[src/rtl/axis_chk_sat_counter.sv]
// Saturating accumulator with synchronous clear; clear takes priority over increment.
module axis_chk_sat_counter #(
  parameter int unsigned WIDTH = 32
) (
  input  logic             clk,
  input  logic             rst_n,
  input  logic             clr,
  input  logic             inc,
  input  logic [WIDTH-1:0] amount,
  output logic [WIDTH-1:0] cnt
);

  logic [WIDTH-1:0] cnt_q, cnt_d;
  logic [WIDTH:0]   sum;

  always_comb begin
    sum   = {1'b0, cnt_q} + {1'b0, amount};
    cnt_d = cnt_q;
    if (clr) begin
      cnt_d = '0;
    end else if (inc) begin
      cnt_d = sum[WIDTH] ? '1 : sum[WIDTH-1:0];
    end
  end

  always_ff @(posedge clk or negedge rst_n) begin
    if (!rst_n) begin
      cnt_q <= '0;
    end else begin
      cnt_q <= cnt_d;
    end
  end

  assign cnt = cnt_q;

endmodule

[config.mk]
export PLATFORM = sky130hd
export DESIGN_NAME = axis_chk_sat_counter
export DESIGN_NICKNAME = d
export VERILOG_FILES = /design/src/rtl/axis_chk_sat_counter.sv
export SDC_FILE = /design/constraint.sdc
export NUM_CORES = 1
export LEC_CHECK = 0
export BUFFER_PORTS_ARGS = -buffer_cell sky130_fd_sc_hd__buf_2
export CORE_MARGIN = 4
export CORE_UTILIZATION = 45
export CTS_BUF_LIST = sky130_fd_sc_hd__clkbuf_8
export CTS_CLUSTER_DIAMETER = 60
export CTS_CLUSTER_SIZE = 14
export DETAILED_ROUTE_END_ITERATION = 6
export GPL_TIMING_DRIVEN = 0
export HOLD_SLACK_MARGIN = 0.15
export PLACE_DENSITY = 0.71
export SYNTH_ARGS = -nofsm -noshare
export SYNTH_HDL_FRONTEND = slang
export SYNTH_SLANG_ARGS = --single-unit
[constraint.sdc]
create_clock -name clk -period 2.94 [get_ports clk]
set_clock_uncertainty 0.2 [all_clocks]
set_input_delay 0.588 -clock clk [delete_from_list [all_inputs] [get_ports clk]]
set_output_delay 0.588 -clock clk [all_outputs]
set_load 0.02 [all_outputs]
Word level (Yosys, flattened, before mapping):

Index checks and enable logic that the tools add are counted.

* mux-type cells: 3
* $add $sub $neg: 1
* reduce and logical (&&, ||, !) cells: 1

Operators with widths (number)
* 32-bit 2-to-1 mux: 3
* 32-bit by 32-bit adder with 33-bit output: 1
* 2-bit nonzero test: 1

* output and inout port bits: 32
* flip-flop bits (word level): 32
* word-level logic and storage cells: 6
* bits of input ports: 36

Logic depth before layout (Yosys ltp):

* word-level depth: 4
* depth in mapped cells: 12
* depth with buffers taken out: 11

Least setup slack after synthesis:

Ideal clock, no wire load.

* path type: input-to-reg
* start point: input amount[0]
* end point: register cnt_q[23] (netlist: cnt[23])
* data required time: 2603 ps
* slack: -506 ps
* setup time: 137 ps
* stages on the path: 12
* data arrival time: 3109 ps
* path buffers: 1
* path through: ha_1 > fa_1 > a21oi_1 > o22ai_1 > or4_4 > a41oi_2 > o21ai_2 > a31oi_4 > a31oi_4 > a21oi_4 > buf_6 > a211oi_1

* word-level cells in the longest chain between the ends: 4

Ends and longest elaborated chain
* start: declaration: RTL line 9 `input logic [WIDTH-1:0] amount,`
* 32-bit by 32-bit adder with 33-bit output: RTL line 17 `sum = {1'b0, cnt_q} + {1'b0, amount};`
* 32-bit 2-to-1 mux: RTL line 22 `cnt_d = sum[WIDTH] ? '1 : sum[WIDTH-1:0];`
* 32-bit 2-to-1 mux: RTL line 21 `end else if (inc) begin`
* 32-bit 2-to-1 mux: RTL line 19 `if (clr) begin`
* end signal: assignment: RTL line 30 `cnt_q <= cnt_d;`
* end: declaration: RTL line 13 `logic [WIDTH-1:0] cnt_q, cnt_d;`

Every way passes these cells. The select of a mux whose other input is x is not followed.
A chain may end at the register's enable or synchronous reset.

Worst setup path after layout:

* start point: register cnt_q[0] (netlist: cnt[0])
* end point: register cnt_q[20] (netlist: cnt[20])

* word-level cells in the longest chain between the ends: 4

Ends and longest elaborated chain (RTL line)
* 32-bit by 32-bit adder with 33-bit output: 17
* 32-bit 2-to-1 mux: 22
* 32-bit 2-to-1 mux: 21
* 32-bit 2-to-1 mux: 19

Every way passes these cells. The select of a mux whose other input is x is not followed.

==> implementation parameters <==
Parameter                              Value

GRT
  Pin count of the biggest net entering global routing    33
  Final global-route overflow total    0
  First-pass GRT wire length    12.63 mm
  Vias in the first global route    2,740
  Number of antenna violations at the first check in global routing    0
  GRT Util Overall    20.56%

Cells and area
  Layout Area Growth over Synthesis    25.25%
  Ratio of cells with drive above 1 in the final layout    28.99%
  Number of diodes    0
  Number of flip-flops under the largest register name    32
  Finished Cell Area    3618 um^2
  Nets    482
  Final core utilization    59.70%

Timing
  Setup repair after global routing missed its margin    yes
  Upper clock frequency limit    307.5 MHz
  Post-layout worst setup margin    -311.9 ps
  Worst relative slew slack    about half
  Measured slew at the worst slew-check pin    767.2 ps
  Finish-stage setup viols    32
  Final Hold Vio Count    0
  Fin crit share    110.6%
  Number of max-slew violations in the final report    0
  Crit path time final    3252 ps
  Worst hold margin    169.5 ps

Pwr
  Lkg Pwr    around 0.0017 uW
  Overall power after layout    1922 uW
  VDD IR-drop max    ~250 uV
  Power per cell area    between 500 and 600 nW/um^2

Synth
  Ys flop type    dfrtp_1
  Post-synthesis sequential element count    32
  Post-synth top area cell    dfrtp_1
  Syn. warnings    0
  Post-synthesis simple-gate area fraction    15.33%
  Cell types with the largest area share after synthesis    dfrtp_1, ha_1, a211oi_1, xnor2_1, nor2_1
  Synthesized instance count    325
  Number of library cell types mapped by synthesis    56
  Sequential area share after synthesis    27.72%
  EDFF count, synth    0
  Adder-cell share of the synthesized area    between 10 and 15%
  Largest family of logic cells by synthesized area    compound AO/OA/AOI/OAI gates
  Cell Area, Synth    2889 um^2
  Syn_nets    394
  Portion of netlist area occupied by mux cells    0%
  Top-area cell type share of the netlist area    between 20% and 30%
  Syn_area_per_cell    8.889 um^2
  Area share of xor/xnor cells in the synthesized design    ~9.1%
  Async set-or-reset flop fraction in the synthesized netlist    100.0%
  Share of the synthesized area in compound gates (AO/OA/AOI/OAI)    27.54%

Placed design
  Count of input and output buffers    66
  Placed cell area    3356 um^2
  Final RePlAce weighted congestion    0.9175
  Final HPWL from detailed placement    5.565 mm

Clocking
  Worst-Skew Late Latency    290 ps
  Cell chosen for the clock root    clkbuf_8
  CTS Buffer Depth    2
  CTS tree    built
  Number of buffers created by CTS    5
  Clock transition time at the flip-flop clock pins of the worst setup and hold paths    ~70 ps
  Clock sinks    32
  CTS H-tree depth    2
  Hold-fix buffers, CTS    0

Worst setup path
  RR Startpoint    cnt[0]$_DFFE_PN0P_
  CP max FO    5
  Worst Path Class, Setup    register to register
  Worst EP arrival    3190 ps
  Required time of the critical path    2880 ps
  Reg-to-Reg End    cnt[20]$_DFFE_PN0P_
  Internal reg-to-reg setup slack    -310 ps
  Category of the worst setup path capture point    register
  Cells on worst reg2reg path    13
  Kind of start point of the critical path    register

Run status
  Violations in the final reports    negative setup slack
  Outcome    finished, violations left

Detailed routing
  DR iter-0 viols    103
  DR vias/cell    ~5.5
  Via count    between 2,000 and 3,000
  Per-cell routed wire length    approximately 16 um
  WL final    7.632 mm
  Antenna-violating nets left    0
  Detailed-router iteration count before antenna repair    4
  Residual DRC    0

Min path
  Worst min-delay path category    input pin to async pin

Floorplan
  Die Wd    88.13 um
  Floorplan core area    6061 um^2
  Starting Density    between 40% and 50%
  Row count    28
  Die Outline Area    approximately 7800 um^2
  Height of the chip    88.13 um
  Number of primary I/O pins    68

Job
  Maxcap violations    0
worst max-delay path, cell delays in order, from the launching register on:
cell	delay (ps)
dfrtp_1	410
ha_4	180
fa_2	350
a21oi_2	170
o22ai_2	100
or4_4	460
a41oi_4	210
o21ai_4	90
a31oi_4	230
a31oi_4	140
a21oi_4	210
buf_12	150
buf_6	130
a211oi_1	70
how the worst max path moves through the flow:
stage                                  start                  end  slack [ps]  cells after the start
final                     cnt[0]$_DFFE_PN0P_  cnt[20]$_DFFE_PN0P_        -310                     13
after global routing      cnt[0]$_DFFE_PN0P_   cnt[7]$_DFFE_PN0P_        -440                     13
after CTS                 cnt[0]$_DFFE_PN0P_   cnt[3]$_DFFE_PN0P_        -300                     13
after detailed placement           amount[0]  cnt[14]$_DFFE_PN0P_        -640                     13
after global placement             amount[0]  cnt[23]$_DFFE_PN0P_        -630                     13
after floorplan                    amount[0]  cnt[23]$_DFFE_PN0P_        -210                     12
per-stage QoR:
step	setup TNS [ps]	std cells	setup slack, ps
2_1_floorplan	-6546	325	-214.7
3_3_place_gp	-19300	466	-628.3
3_5_place_dp	-19790	466	-643.1
4_1_cts	-8870	486	-296.0
5_1_grt	-13490	489	-443.1
6_report	-9167	489	-311.9
what timing repair did:
action                     in CTS  in global routing
pin swaps                       1                  0
gates cloned                    2                  0
resized for setup              11                  1
setup endpoints to repair      32                 32
buffers inserted               10                  3
hold endpoints to repair        0                  0
power by group:
| part | total, uW | internal [uW] | switching (uW) |
|---|---|---|---|
| registers | 547 | 498 | 48.6 |
| logic | 1020 | 446 | 573 |
| clock network | 356 | 184 | 172 |
per-layer routing:
metal	GRT usage, %	wire length (um)	vias up
met5	0	0	-
li1	-	-	1374
met1	25.89	3584	1270
met4	6.319	98	0
met2	35.62	3644	53
met3	3.857	305	8
placed cells by master (no fill, tap or decap), drive strengths merged, types with 5 or more instances in the layout:
master and instances:
xnor2 21, inv 10, buf 86, a211oi 35, a21o 11, xor2 9, a21oi 26, nor2 47
nand3 9, dfrtp 32, ha 32, nand2 18, clkbuf 15, o21ai 14, nand4 5
synth_stat cells (all sizes together) (2+ instances only):
master,n
a21oi,26
clkbuf,9
nor2,47
o211ai,4
o21bai,4
nor2b,3
xnor2,21
a21o,11
a211oi,35
nand4,5
a2111oi,2
nand2b,2
or4,2
ha,32
xor2,9
buf,5
a31oi,3
and3,2
dfrtp,32
o21ai,14
nand2,18
nor3,2
nand3,9
dlygate4sd3,2
inv,8
area by class of cell:
class | count | area, um^2
buffer | 17 | 143.9
clock buffer | 6 | 82.58
clock inverter | 2 | 7.507
fill | 557 | 2442
inverter | 8 | 30.03
multi-input combinational | 268 | 1997
sequential | 32 | 800.8
tap | 75 | 93.84
timing repair buffer | 81 | 462.9
kinds of logic after synthesis:
group,after synthesis
flip-flops,32
XOR/XNOR,30
AND/OR/NAND/NOR,96
buffers and inverters,25
adder cells (fa/ha/maj),33
AO/OA/AOI/OAI,109
No activity file was read; power rests on OpenSTA's default activity.
